===== config.mk =====
export PLATFORM = sky130hd
export DESIGN_NAME = mem_phase_sequencer_flat
export DESIGN_NICKNAME = d
export VERILOG_FILES = /design/src/rtl/mem_phase_sequencer_pkg.sv /design/src/rtl/mem_phase_sequencer_if.sv /design/src/rtl/mem_phase_sequencer_align_check.sv /design/src/rtl/mem_phase_sequencer.sv /design/src/flat_wrapper.sv
export SDC_FILE = /design/constraint.sdc
export NUM_CORES = 1
export LEC_CHECK = 0
export ABC_AREA = 0
export BUFFER_PORTS_ARGS = -buffer_cell sky130_fd_sc_hd__buf_2
export CORE_AREA = 2 2 99 101
export CTS_BUF_LIST = sky130_fd_sc_hd__clkbuf_4 sky130_fd_sc_hd__clkbuf_8
export CTS_CLUSTER_DIAMETER = 200
export CTS_CLUSTER_SIZE = 25
export DETAILED_ROUTE_END_ITERATION = 12
export DIE_AREA = 0 0 101 103
export GPL_TIMING_DRIVEN = 0
export PLACE_DENSITY = 0.71
export RECOVER_POWER = 100
export SYNTH_ARGS = -nofsm -noshare
export SYNTH_HDL_FRONTEND = slang
export SYNTH_SLANG_ARGS = --single-unit
export TNS_END_PERCENT = 10

===== constraint.sdc =====
create_clock -name clk -period 3.1 [get_ports clk]
set_clock_uncertainty 0.15 [all_clocks]
set_input_delay 0.155 -clock clk [delete_from_list [all_inputs] [get_ports clk]]
set_output_delay 0.155 -clock clk [all_outputs]
set_load 0.01 [all_outputs]

===== src/rtl/mem_phase_sequencer_pkg.sv =====
// Shared definitions for the unified instruction/data memory sequencer.
package rv32_mem_pkg;

    // Memory phase: FETCH serves the IF stage, DATA serves the MEM stage.
    typedef enum logic {
        FETCH = 1'b0,
        DATA  = 1'b1
    } phase_e;

    // Load/store funct3 encodings.
    localparam logic [2:0] LB  = 3'b000;
    localparam logic [2:0] LH  = 3'b001;
    localparam logic [2:0] LW  = 3'b010;
    localparam logic [2:0] LBU = 3'b100;
    localparam logic [2:0] LHU = 3'b101;
    localparam logic [2:0] SB  = 3'b000;
    localparam logic [2:0] SH  = 3'b001;
    localparam logic [2:0] SW  = 3'b010;

    // addi x0, x0, 0
    localparam logic [31:0] NOP_INSTR = 32'h0000_0013;

    // Data words start here in the unified memory.
    localparam int unsigned DATA_OFFSET = 64;

    // Packed memory address: data word index above instruction word index.
    function automatic logic [11:0] pack_addr(input logic [31:0] d_addr, input logic [31:0] pc);
        return {d_addr[7:2], pc[7:2]};
    endfunction

endpackage


===== src/rtl/mem_phase_sequencer_if.sv =====
// Memory-side bus of the phase sequencer.
interface mem_phase_sequencer_if #(
    parameter int n = 32
) ();
    logic         clkdiv2;
    logic         MemRead;
    logic         MemWrite;
    logic [11:0]  addr;
    logic [2:0]   funct3;
    logic [n-1:0] data_in;
    logic [n-1:0] data_out;

    modport master (
        output clkdiv2, MemRead, MemWrite, addr, funct3, data_in,
        input  data_out
    );

    modport slave (
        input  clkdiv2, MemRead, MemWrite, addr, funct3, data_in,
        output data_out
    );
endinterface


===== src/rtl/mem_phase_sequencer_align_check.sv =====
// Flags word/halfword accesses whose byte address is not naturally aligned.
module mem_align_check (
    input  logic [1:0] width_sel,   // funct3[1:0]
    input  logic [1:0] addr_lo,     // d_addr[1:0]
    output logic       misal_now
);
    // Alignment decode by access width.
    always_comb begin
        misal_now = 1'b0;
        case (width_sel)
            2'b10:   misal_now = |addr_lo;
            2'b01:   misal_now = addr_lo[0];
            default: misal_now = 1'b0;
        endcase
    end
endmodule


===== src/rtl/mem_phase_sequencer.sv =====
// Alternates FETCH and DATA phases on the single-ported unified memory,
// captures the fetched instruction and load data, and strobes pipe_en.
module mem_phase_sequencer
    import rv32_mem_pkg::*;
#(
    parameter int           n   = 32,
    parameter logic [n-1:0] NOP = n'(NOP_INSTR)
) (
    input  logic                  clk,
    input  logic                  rst_n,
    input  logic [31:0]           pc,
    input  logic                  stall,
    input  logic                  d_read,
    input  logic                  d_write,
    input  logic [31:0]           d_addr,
    input  logic [2:0]            d_funct3,
    input  logic [n-1:0]          d_wdata,
    mem_phase_sequencer_if.master mem,
    output logic [n-1:0]          inst,
    output logic                  inst_valid,
    output logic [n-1:0]          load_data,
    output logic                  pipe_en,
    output logic                  misalign
);

    phase_e       state_q, state_d;
    logic [n-1:0] inst_q, inst_d;
    logic         inst_valid_q, inst_valid_d;
    logic [n-1:0] load_data_q, load_data_d;
    logic         wr_done_q, wr_done_d;
    logic         misalign_q, misalign_d;

    logic fetch_phase;
    logic data_phase;
    logic misal_now;
    logic mem_read;
    logic mem_write;
    logic pipe_en_c;

    // Address bits outside the 128-word window are intentionally ignored.
    logic unused_addr_bits;
    assign unused_addr_bits = ^{pc[31:8], pc[1:0], d_addr[31:8]};

    mem_align_check u_align (
        .width_sel (d_funct3[1:0]),
        .addr_lo   (d_addr[1:0]),
        .misal_now (misal_now)
    );

    assign fetch_phase = (state_q == FETCH);
    assign data_phase  = (state_q == DATA);

    // Memory strobes decode from the state flop, so reset removes them at once.
    assign mem_read  = data_phase & d_read & ~misal_now;
    assign mem_write = data_phase & d_write & ~wr_done_q & ~misal_now;
    assign pipe_en_c = data_phase & ~stall;

    assign mem.clkdiv2  = fetch_phase;
    assign mem.MemRead  = mem_read;
    assign mem.MemWrite = mem_write;
    assign mem.addr     = pack_addr(d_addr, pc);
    assign mem.funct3   = d_funct3;
    assign mem.data_in  = d_wdata;

    assign inst       = inst_q;
    assign inst_valid = inst_valid_q;
    assign load_data  = load_data_q;
    assign pipe_en    = pipe_en_c;
    assign misalign   = misalign_q;

    // Next-state: free-running phase toggle plus capture/hold of pipeline-facing registers.
    always_comb begin
        state_d      = (state_q == FETCH) ? DATA : FETCH;
        inst_d       = inst_q;
        inst_valid_d = inst_valid_q;
        load_data_d  = load_data_q;
        wr_done_d    = wr_done_q;
        misalign_d   = misalign_q;

        if (fetch_phase && !stall) begin
            inst_d       = mem.data_out;
            inst_valid_d = 1'b1;
        end

        if (mem_read) begin
            load_data_d = mem.data_out;
        end

        // A store held by stall commits once; the flag lives until the pipeline advances.
        if (pipe_en_c) begin
            wr_done_d = 1'b0;
        end else if (mem_write && stall) begin
            wr_done_d = 1'b1;
        end

        if (data_phase && misal_now && (d_read || d_write)) begin
            misalign_d = 1'b1;
        end
    end

    // State and capture registers.
    always_ff @(posedge clk or negedge rst_n) begin
        if (!rst_n) begin
            state_q      <= FETCH;
            inst_q       <= NOP;
            inst_valid_q <= 1'b0;
            load_data_q  <= '0;
            wr_done_q    <= 1'b0;
            misalign_q   <= 1'b0;
        end else begin
            state_q      <= state_d;
            inst_q       <= inst_d;
            inst_valid_q <= inst_valid_d;
            load_data_q  <= load_data_d;
            wr_done_q    <= wr_done_d;
            misalign_q   <= misalign_d;
        end
    end

endmodule


===== src/flat_wrapper.sv =====
// flat-port wrapper written by rule: the top's interface ports become plain ports
module mem_phase_sequencer_flat import rv32_mem_pkg::*;
#(
    parameter int           n   = 32,
    parameter logic [n-1:0] NOP = n'(NOP_INSTR)
)
  (clk, rst_n, pc, stall, d_read, d_write, d_addr, d_funct3, d_wdata, inst, inst_valid, load_data, pipe_en, misalign, mem_clkdiv2, mem_MemRead, mem_MemWrite, mem_addr, mem_funct3, mem_data_in, mem_data_out);
  mem_phase_sequencer_if #(.n(n)) mem_i ();
  input  logic clk;
  input  logic rst_n;
  input  logic [31:0] pc;
  input  logic stall;
  input  logic d_read;
  input  logic d_write;
  input  logic [31:0] d_addr;
  input  logic [2:0] d_funct3;
  input  logic [n-1:0] d_wdata;
  output logic [n-1:0] inst;
  output logic inst_valid;
  output logic [n-1:0] load_data;
  output logic pipe_en;
  output logic misalign;
  output wire logic [$bits(mem_i.clkdiv2)-1:0] mem_clkdiv2;
  output wire logic [$bits(mem_i.MemRead)-1:0] mem_MemRead;
  output wire logic [$bits(mem_i.MemWrite)-1:0] mem_MemWrite;
  output wire logic [$bits(mem_i.addr)-1:0] mem_addr;
  output wire logic [$bits(mem_i.funct3)-1:0] mem_funct3;
  output wire logic [$bits(mem_i.data_in)-1:0] mem_data_in;
  input wire logic [$bits(mem_i.data_out)-1:0] mem_data_out;
  assign mem_clkdiv2 = mem_i.clkdiv2;
  assign mem_MemRead = mem_i.MemRead;
  assign mem_MemWrite = mem_i.MemWrite;
  assign mem_addr = mem_i.addr;
  assign mem_funct3 = mem_i.funct3;
  assign mem_data_in = mem_i.data_in;
  assign mem_i.data_out = mem_data_out;
  mem_phase_sequencer #(.n(n), .NOP(NOP)) u_core (.clk(clk), .rst_n(rst_n), .pc(pc), .stall(stall), .d_read(d_read), .d_write(d_write), .d_addr(d_addr), .d_funct3(d_funct3), .d_wdata(d_wdata), .mem(mem_i), .inst(inst), .inst_valid(inst_valid), .load_data(load_data), .pipe_en(pipe_en), .misalign(misalign));
endmodule

Word level (Yosys, flattened, before mapping). Index checks and enable logic that the tools add are counted.

Register bits: 68. Bits of input ports: 136. Logic and storage cells: 30.

Eq/ne operators: 2. Multiplexer cells: 4. Bitwise operators: 10. Reductions and logical operators: 8.

Operators with widths (count): $and A1 B1 Y1 (6); $logic_and A1 B1 Y1 (4); $not A1 Y1 (4); $mux W1 (3); $eq A2 B1 Y1 const B (1); $eq A2 B2 Y1 const B (1); $pmux W1 S2 (1); $reduce_bool A2 Y1 (1); $reduce_or A2 Y1 (1); $logic_not A1 Y1 (1); $logic_or A1 B1 Y1 (1).

Logic depth before layout (Yosys ltp). Gate-level depths: netlist of run 1.

Depth after elaboration: 7. Mapped depth: 6. Depth with buffers taken out: 5.

Cells and area by module. Synthesis of run 1 repeated with hierarchy kept, for this count alone.

Cells, all modules: 204. Area, all modules: 3074.2 sq um.

Modules (own cells, without submodules): mem_phase_sequencer (instances 1, cells an instance 197, area each 3027.9 sq um); mem_align_check (instances 1, cells an instance 7, area each 46.3 sq um).

Worst setup path before layout of run 1. Ideal clock, no wire load.

Path kind: input-to-reg. Start point: input d_funct3[0]. End point: register u_core.load_data_q[12], in the netlist u_core.load_data[12]. Library setup time: 0.125 ns. Data arrival time: 1.413 ns. Path slack: 1.412 ns. Stages: 6. Path through: inv_1 ha_1 nand2b_4 o221ai_4 buf_6 mux2_4.

Longest elaborated chain between the ends: 4.

Ends and longest elaborated chain: from (decl) (RTL line flat_wrapper.sv:16) `input logic [2:0] d_funct3;`; $eq A2 B1 Y1 / $eq A2 B2 Y1 (equally long branches) (RTL line mem_phase_sequencer_align_check.sv:10) `case (width_sel)`; $pmux W1 S2 * (RTL line mem_phase_sequencer_align_check.sv:10); $not A1 Y1 * (RTL line mem_phase_sequencer.sv:54) `assign mem_read = data_phase & d_read & ~misal_now;`; $and A1 B1 Y1 * (RTL line mem_phase_sequencer.sv:54); to (signal assigned) (RTL line mem_phase_sequencer.sv:114) `load_data_q <= load_data_d;`; to (decl) (RTL line mem_phase_sequencer.sv:29) `logic [n-1:0] load_data_q, load_data_d;`.

Every way passes the cells marked *; elsewhere a longest branch is shown, timed or not. A chain may end at the register's enable or synchronous reset.

Worst setup path after layout of run 1.
Start point: input d_funct3[0]. End point: output mem_MemRead.

Longest elaborated chain between the ends: 4.

Ends and longest elaborated chain: $eq A2 B1 Y1 / $eq A2 B2 Y1 (equally long branches) (RTL line mem_phase_sequencer_align_check.sv:10); $pmux W1 S2 * (RTL line mem_phase_sequencer_align_check.sv:10); $not A1 Y1 * (RTL line mem_phase_sequencer.sv:54); $and A1 B1 Y1 * (RTL line mem_phase_sequencer.sv:54); to (decl) (RTL line flat_wrapper.sv:24) `output wire logic [$bits(mem_i.MemRead)-1:0] mem_MemRead;`.

Marks and branches as above.

==> results of run 1 <==
## logic make-up after synthesis
kind of cell,after synthesis
flops,68
mux,64
buf+inv,57
simple gates,11
compound gates,5
fa+ha+maj,2
## metrics by stage
step	std cells	setup WS [ns]	hold slack (ns)
floorplan	207	1.41	-0.291
global placement	478	1.13	0.249
detailed placement	478	1.09	0.180
CTS	529	1.19	0.0000233
global route	529	0.640	0.0499
finish	529	0.766	0.0185
## power by group through the flow
stage | clock (mW) | sequential, mW | combinational, mW
final | 0.839 | 1.05 | 0.439
after global routing | 0.908 | 1.06 | 0.482
after CTS | 0.879 | 1.05 | 0.535
after detailed placement | 0 | 1.06 | 0.501
after global placement | 0 | 1.06 | 0.490
after floorplan | 0 | 1.11 | 0.233
## per-layer routing
layer	global-route usage, %	wire (um)	vias to the layer above
li1	-	-	1058
met1	16.3	3010	1078
met2	24.5	3750	102
met3	3.86	487	5
met4	4.57	44	0
met5	0	0	-
## registers in the layout (all words and copies together), names as in the netlist
register,flops
u_core.misalign,1
u_core.load_data,32
u_core.wr_done_q,1
u_core.data_phase,1
u_core.inst,32
u_core.inst_valid,1
## cells in the mapped netlist
cell type	count
buf_2	3
o21ai_0	2
a21o_1	1
o22ai_1	1
nand2_1	1
or2_2	1
and2_1	1
dfstp_2	3
dfrtp_1	65
inv_1	4
mux2_2	35
ha_1	2
nor2_2	1
mux2_4	29
buf_6	3
nor4b_1	1
o221ai_4	1
nand3_1	1
buf_4	47
nand2b_4	1
nor2_1	4
## repair_timing
action / CTS / global route
setup endpoints to repair: 0 / 0
hold buffers: 35 / 0
endpoints found under the hold margin: 130 / 0
resized for setup: 0 / 0
## final timing paths
kind | end | slack (ns) | cells after the start
max in group asynchronous | u_core.load_data[11]$_DFFE_PN0P_ | 1.16 | 2
max reg2reg | u_core.inst[6]$_DFFE_PN0P_ | 1.04 | 3
min reg2reg | u_core.misalign$_DFFE_PN0P_ | 0.32 | 1
min | u_core.misalign$_DFFE_PN0P_ | 0.02 | 4
min in group asynchronous | u_core.load_data[19]$_DFFE_PN0P_ | 0.65 | 2
max | mem_MemRead | 0.77 | 8
## cell type report
cell class | count | area share, %
timing repair buffer | 192 | 22.8
clock buffer | 11 | 3.50
inverter | 4 | 0.347
clock inverter | 5 | 1.94
tap | 114 | 3.30
buffer | 53 | 9.19
multi-input combinational | 82 | 19.5
sequential | 68 | 39.4
## worst reg2reg max path: stages (launching register included)
cell and delay, ns:
dfrtp_1 0.40, nor2_1 0.43, clkbuf_1 0.54, mux2_2 0.42
==> metrics.csv, run 1 <==
metric,value,unit
status,"finished, violations left",
failing checks,"max-capacitance violations, max-slew violations",
TritonRoute pass-1 iters,4,
worst-margin pin slew,1.68,ns
Post-Route WL,7300,um
TritonCTS clock tree,built,
Max Cap Viol,1,
element type at the critical path end,output pin,
HPWL after DPL,5080,um
Root Driver,clkbuf_8,
crit path cell chain,clkbuf_1 > inv_1 > ha_1 > nand2b_1 > o221ai_1 > buf_6 > inv_1 > clkbuf_1,
critical path class,in2out,
vias in the first global route,2281,
Fin. Hold Viols,0,
Pwr Total,2.33,mW
largest net degree at the start of global routing,69,
switching pwr,612,uW
Flop pwr share,45.1,%
XOR/XNOR Fraction of Synth Area,0,%
Clock power frac,36.0,%
"Avg Cell Area, Syn",14.9,um^2
std cell rows,36,
area share of and/or/nand/nor cells after synthesis,2.10,%
Fmax achieved,428,MHz
Routed Antenna Nets,0,
Num CTS Buffers,9,
Multi-input gate area,845,um^2
Worst Path Max Fanout,10,
Syn Std Cell Area,0.00309,mm^2
compound-gate portion of the synthesized area,1.62,%
crit path from,d_funct3[0],
fin util,45.8,%
routed len/inst,13.8,um
first-pass GRT wire length,11000,um
Net Sw Frac,26.3,%
post-route cell area,0.00433,mm^2
layout cells sized above 1,35.2,%
Max VDD drop,0.213,mV
synth unique cells,21,
largest area contributor in the netlist,dfrtp_1,
critical path arrival,2.03,ns
Final Setup Violations,0,
total track usage,13.8,%
RSZ-0062 raised after global routing,no,
Rel. slew slack,-12.0,%
DRC violation count after routing,0,
die area,0.0104,mm^2
# IOs,253,
Synth Instances,207,
DR vias,2243,
multiplexer share of the synthesized area,26.8,%
CP max-delay cell,o221ai_1,
clk sinks,68,
IO buf count,157,
Leakage Power,1.91,nW
fin nets,548,
Via density,4.24,
Area contributors post-synth,"dfrtp_1 (53%), mux2_4 (14%), mux2_2 (13%)",
Critical Path RT,2.79,ns
Post-DP Area,0.00402,mm^2
# diodes,0,
die width,101,um
CP top delay family,compound AO/OA/AOI/OAI gates,
Yosys top cell area share,52.6,%
fillers,944,
Startpoint Class,primary input,
Combinational Power Share,18.9,%
"most common cell after layout, fill and taps aside",clkbuf_1,
P&R area growth vs syn,40.0,%
Final Max Tran Viols,69,
setup TNS,0,ns
"Clk pin slew, worst setup/hold paths",0.07,ns
Max stage delay on crit path,0.76,ns
Mapped Nets,345,
H-tree levels,3,
Hold/Removal Path Class,in2reg,
register area,0.00171,mm^2
min Tclk post-route,2.33,ns
Initial Utilization,32.7,%
crit path buf inv count,5,
Post-Synth Adder-Cell Area,0.809,%
"Seq/Total Area, Yosys",55.2,%
antenna violations before repair,0,
"Period Utilization, post-route",75.3,%
Power Density,538,mW/mm^2
CTS max path bufs,2,
combinational family with the most area after synthesis,multiplexers,
postcts setup bufs,0,
Detailed Route Iter0 Violations,46,
die extent in y,103,um
GRT overflow,0,
Seq cells post-synth,68,
Synth warnings,0,
GP Congestion,0.702,
source of the worst hold timing path,d_read,
internal power,1.72,mW
Placeable Area,0.00946,mm^2
most frequent cells in the layout,"clkbuf_1 (122), dfrtp_1 (65), buf_4 (47)",
Critical R2R Launch,u_core.data_phase$_DFF_PN0_,
Clock Latency Late Sink,0.33,ns
(Power assumes the default switching activity.)
==> run 2: changes to the inputs <==
- PLACE_DENSITY: 0.71 -> 0.74
- clock period: 3.1 -> 2.1 ns (I/O delays scaled with it)
==> run 2 against run 1 <==
  * Global-route usage barely moved
  * Critical path depth fell by 3
  * Count of clock-buffer cells in the layout fell by 1
  * Power rose by 51%
  * Setup slack got worse by 0.52 ns
  * Sequential power rose by 48%
  * The run now ends clean
  * Hold slack improved by 0.15 ns
  * Combinational power rose by 48%
==> metrics.csv, run 2 (synthesis gave the netlist of run 1 again) <==
metric,value,unit,change
status,"complete, no violations",,"was finished, violations left"
RSZ-0062 raised after global routing,no,,unchanged
Num CTS Buffers,9,,unchanged
element type at the critical path end,flip-flop,,was output pin
die extent in y,103,um,unchanged
setup TNS,0,ns,unchanged
Pwr Total,3.52,mW,was 2.33 mW
Fmax achieved,540,MHz,
Startpoint Class,primary input,,unchanged
FF-to-FF setup slack,0.27,ns,was 1.04 ns
Hold/Removal Path Class,in2reg,,unchanged
Flop pwr share,44.0,%,was 45.1%
largest net degree at the start of global routing,69,,unchanged
Root Driver,clkbuf_8,,unchanged
source of the worst hold timing path,d_addr[1],,was d_read
worst-margin pin slew,0.872,ns,was 1.68 ns
Rel. slew slack,41.9,%,was -12.0%
"most common cell after layout, fill and taps aside",clkbuf_1,,unchanged
WHS Endpoint,u_core.misalign$_DFFE_PN0P_,,unchanged
Initial Utilization,32.7,%,unchanged
Power Density,808,mW/mm^2,was 538 mW/mm^2
die width,101,um,unchanged
Placeable Area,0.00946,mm^2,unchanged
TritonRoute pass-1 iters,3,,was 4
TritonCTS clock tree,built,,unchanged
Combinational Power Share,18.4,%,was 18.9%
worst hold stages,4,,unchanged
switching pwr,907,uW,was 612 uW
clk sinks,68,,unchanged
most frequent cells in the layout,"clkbuf_1 (119), dfrtp_1 (65), buf_4 (48)",,"was clkbuf_1 (122), dfrtp_1 (65), buf_4 (47)"
DRC violation count after routing,0,,unchanged
std cell rows,36,,unchanged
Critical R2R Launch,u_core.data_phase$_DFF_PN0_,,unchanged
GP Congestion,0.666,,was 0.702
Detailed Route Iter0 Violations,55,,was 46
Setup WS pre-CTS,0.147,ns,was 1.09 ns
H-tree levels,3,,unchanged
reg2reg end,u_core.inst[16]$_DFFE_PN0P_,,was u_core.inst[6]$_DFFE_PN0P_
fin nets,549,,was 548
internal power,2.62,mW,was 1.72 mW
Via density,4.28,,was 4.24
critical path class,in2reg,,was in2out
# IOs,253,,unchanged
Routed Antenna Nets,0,,unchanged
Net Sw Frac,25.7,%,was 26.3%
# diodes,0,,unchanged
CTS max path bufs,2,,unchanged
Max VDD drop,0.396,mV,was 0.213 mV
min Tclk post-route,1.85,ns,
final setup margin,0.247,ns,was 0.766 ns
vias in the first global route,2281,,unchanged
antenna violations before repair,0,,unchanged
layout cells sized above 1,36.1,%,was 35.2%
HPWL after DPL,4920,um,was 5080 um
first-pass GRT wire length,10800,um,was 11000 um
routed len/inst,13.5,um,was 13.8 um
DR vias,2269,,was 2243
Clock power frac,37.7,%,was 36.0%
"Clk pin slew, worst setup/hold paths",0.07,ns,about the same
fin util,46.1,%,was 45.8%
FF-to-FF path depth,3,,unchanged
"Period Utilization, post-route",88.2,%,
Worst Path Max Fanout,10,,unchanged
Critical Path RT,2.18,ns,was 2.79 ns
Fin. Hold Viols,0,,unchanged
Max Cap Viol,0,,was 1
Post-Route WL,7160,um,was 7300 um
IO buf count,157,,unchanged
Final Setup Violations,0,,unchanged
total track usage,13.8,%,about the same
post-route cell area,0.00436,mm^2,was 0.00433 mm^2
Clock Latency Late Sink,0.34,ns,was 0.33 ns
Final Max Tran Viols,0,,was 69
die area,0.0104,mm^2,unchanged
Leakage Power,1.93,nW,was 1.91 nW
Post-DP Area,0.00402,mm^2,unchanged
GRT overflow,0,,unchanged
critical path arrival,1.94,ns,was 2.03 ns
P&R area growth vs syn,41.1,%,was 40.0%
-- run 2: metrics by stage --
step	cells	hold slack, ns
2_1_floorplan	207	-0.341
3_3_place_gp	478	0.199
3_5_place_dp	478	0.125
4_1_cts	530	0.106
5_1_grt	530	0.204
6_report	530	0.170
-- run 2: how the worst max path moves through the flow --
stage	end	from	cells past startpoint
after floorplan	u_core.load_data[12]$_DFFE_PN0P_	d_funct3[0]	6
after global placement	u_core.load_data[25]$_DFFE_PN0P_	d_funct3[0]	7
after detailed placement	u_core.load_data[2]$_DFFE_PN0P_	d_funct3[0]	7
after CTS	mem_MemRead	u_core.data_phase$_DFF_PN0_	5
after global routing	u_core.inst[16]$_DFFE_PN0P_	stall	5
final	u_core.inst[16]$_DFFE_PN0P_	stall	5
-- run 2: what timing repair did --
| action | in CTS | in global routing |
|---|---|---|
| hold buffers | 36 | 0 |
| setup buffers | 0 | 0 |
| resized for setup | 0 | 0 |
| hold endpoints to repair | 131 | 0 |
-- run 2: layer usage --
metal  global-route usage (%)  vias up  share of wire [%]
li1                         -     1063                  -
met2                     23.7      107                 51
met1                     15.4     1086                 40
met4                     7.28        0                2.0
met5                        0        -                  0
met3                     4.41       13                7.2
-- run 2: final cells by class --
type / count / area (um^2)
buffer: 53 / 389
clock buffer: 10 / 138
clock inverter: 6 / 111
fill: 947 / 5100
inverter: 4 / 15.0
multi-input combinational: 82 / 862
sequential: 68 / 1710
tap: 114 / 143
timing repair buffer: 193 / 1000
-- run 2: power by group through the flow --
stage / clock [mW] / combinational [mW] / sequential, mW
final: 1.33 / 0.648 / 1.55
after global routing: 1.44 / 0.713 / 1.57
after CTS: 1.38 / 0.789 / 1.55
after detailed placement: 0 / 0.737 / 1.57
after global placement: 0 / 0.721 / 1.56
after floorplan: 0 / 0.343 / 1.64
-- run 2: worst max-delay path, cell delays in order --
cell	delay [ns]
dlygate4sd3_1	0.54
clkbuf_1	0.14
nor2_1	0.40
clkbuf_2	0.37
mux2_2	0.38
==> run 3: changes to the inputs <==
- PLACE_DENSITY: 0.74 -> 0.82
==> run 3 against run 2 <==
  * Hold slack improved by 0.00083 ns
  * Non-clock buffer count unchanged
  * Combinational power is essentially flat
  * Sequential cell count unchanged
  * Sequential power about the same
  * Count of clock-buffer cells in the layout is 2 higher
  * Critical path depth unchanged
==> metrics.csv, run 3 (synthesis gave the netlist of run 1 again) <==
metric,value,unit,change
status,"complete, no violations",,unchanged
Clock power frac,33.3,%,was 37.7%
source of the worst hold timing path,d_addr[1],,unchanged
Leakage Power,1.93,nW,about the same
HPWL after DPL,5000,um,was 4920 um
post-route cell area,0.00432,mm^2,was 0.00436 mm^2
GP Congestion,0.735,,was 0.666
Combinational Power Share,19.7,%,was 18.4%
total track usage,13.5,%,was 13.8%
"most common cell after layout, fill and taps aside",clkbuf_1,,unchanged
"Period Utilization, post-route",90.0,%,was 88.2%
RSZ-0062 raised after global routing,no,,unchanged
FF-to-FF path depth,3,,unchanged
fin util,45.7,%,was 46.1%
"Clk pin slew, worst setup/hold paths",0.07,ns,about the same
DR vias,2288,,was 2269
Num CTS Buffers,9,,unchanged
FF-to-FF setup slack,0.25,ns,was 0.27 ns
Hold/Removal Path Class,in2reg,,unchanged
worst hold stages,4,,unchanged
DRC violation count after routing,0,,unchanged
Startpoint Class,primary input,,unchanged
setup TNS,0,ns,unchanged
layout cells sized above 1,36.5,%,was 36.1%
# IOs,253,,unchanged
TritonRoute pass-1 iters,2,,was 3
Initial Utilization,32.7,%,unchanged
Flop pwr share,47.0,%,was 44.0%
worst-margin pin slew,0.840,ns,was 0.872 ns
antenna violations before repair,0,,unchanged
vias in the first global route,2183,,was 2281
Clock Latency Late Sink,0.33,ns,was 0.34 ns
Post-DP Area,0.00402,mm^2,unchanged
largest net degree at the start of global routing,69,,unchanged
critical path arrival,1.96,ns,was 1.94 ns
WHS Endpoint,u_core.misalign$_DFFE_PN0P_,,unchanged
switching pwr,885,uW,was 907 uW
# diodes,0,,unchanged
first-pass GRT wire length,10600,um,was 10800 um
Critical R2R Launch,u_core.data_phase$_DFF_PN0_,,unchanged
Max Cap Viol,0,,unchanged
Fin. Hold Viols,0,,unchanged
Power Density,764,mW/mm^2,was 808 mW/mm^2
number of instances in the placed design,478,,unchanged
Worst Path Max Fanout,10,,unchanged
die area,0.0104,mm^2,unchanged
Final Setup Violations,0,,unchanged
most frequent cells in the layout,"clkbuf_1 (116), dfrtp_1 (65), buf_4 (48)",,"was clkbuf_1 (119), dfrtp_1 (65), buf_4 (48)"
Final Max Tran Viols,0,,unchanged
P&R area growth vs syn,39.9,%,was 41.1%
internal power,2.42,mW,was 2.62 mW
Fmax achieved,529,MHz,was 540 MHz
Root Driver,clkbuf_8,,unchanged
CTS max path bufs,2,,unchanged
routed len/inst,13.7,um,was 13.5 um
min Tclk post-route,1.89,ns,was 1.85 ns
Max VDD drop,0.339,mV,was 0.396 mV
fin nets,549,,unchanged
Via density,4.32,,was 4.28
die width,101,um,unchanged
TritonCTS clock tree,built,,unchanged
GRT overflow,0,,unchanged
H-tree levels,3,,unchanged
Detailed Route Iter0 Violations,28,,was 55
critical path class,in2reg,,unchanged
postcts setup bufs,0,,unchanged
Setup WS pre-CTS,0.161,ns,was 0.147 ns
Placeable Area,0.00946,mm^2,unchanged
Non-Filler Instances,530,,unchanged
post_cts resized,0,,unchanged
Routed Antenna Nets,0,,unchanged
Critical Path RT,2.17,ns,was 2.18 ns
Post-Route WL,7270,um,was 7160 um
IO buf count,157,,unchanged
Pwr Total,3.31,mW,was 3.52 mW
Rel. slew slack,44.0,%,was 41.9%
Net Sw Frac,26.8,%,was 25.7%
clk sinks,68,,unchanged
die extent in y,103,um,unchanged
reg2reg end,u_core.inst[22]$_DFFE_PN0P_,,was u_core.inst[16]$_DFFE_PN0P_
WHS,0.171,ns,was 0.170 ns
final setup margin,0.211,ns,was 0.247 ns
element type at the critical path end,flip-flop,,unchanged
fillers,927,,was 947
std cell rows,36,,unchanged
run 3: area by class of cell:
| cell class | count | area [um^2] | share of cell area [%] |
|---|---|---|---|
| Buffer | 53 | 389 | 9.00 |
| Timing Repair Buffer | 193 | 1000 | 23.2 |
| Sequential cell | 68 | 1710 | 39.4 |
| Tap cell | 114 | 143 | 3.30 |
| Multi-Input combinational cell | 82 | 862 | 19.9 |
| Inverter | 4 | 15.0 | 0.347 |
| Clock inverter | 4 | 47.5 | 1.10 |
| Clock buffer | 12 | 159 | 3.67 |
run 3: repair_timing:
action | 4_1_cts | 5_1_grt
endpoints found under the setup margin | 0 | 0
hold endpoints to repair | 131 | 0
hold buffers | 36 | 0
run 3: metal layers:
metal / global-route usage [%] / vias to the layer above / wire length, um
met1: 15.1 / 1111 / 2830
met3: 3.19 / 11 / 454
met4: 5.93 / 0 / 111
li1: - / 1061 / -
met2: 24.7 / 105 / 3870
met5: 0 / - / 0
run 3: worst max path at each step:
stage	startpoint	endpoint	slack, ns	cells after the start
5_1_grt	stall	u_core.inst[15]$_DFFE_PN0P_	0.12	5
2_1_floorplan	d_funct3[0]	u_core.load_data[12]$_DFFE_PN0P_	0.46	6
3_5_place_dp	d_funct3[0]	u_core.load_data[1]$_DFFE_PN0P_	0.16	7
3_3_place_gp	d_funct3[0]	u_core.load_data[25]$_DFFE_PN0P_	0.20	7
6_report	stall	u_core.inst[22]$_DFFE_PN0P_	0.21	5
4_1_cts	d_read	mem_MemRead	0.30	7
run 3: power groups by stage:
stage / Combinational, mW / Clock [mW] / Sequential (mW)
2_1_floorplan: 0.343 / 0 / 1.64
3_3_place_gp: 0.719 / 0 / 1.56
3_5_place_dp: 0.737 / 0 / 1.57
4_1_cts: 0.790 / 1.14 / 1.55
5_1_grt: 0.713 / 1.22 / 1.57
6_report: 0.650 / 1.10 / 1.55
run 3: worst max-delay path, stage by stage:
cell           delay [ns]
dlygate4sd3_1        0.54
buf_2                0.15
nor2_1               0.41
buf_2                0.37
mux2_2               0.37
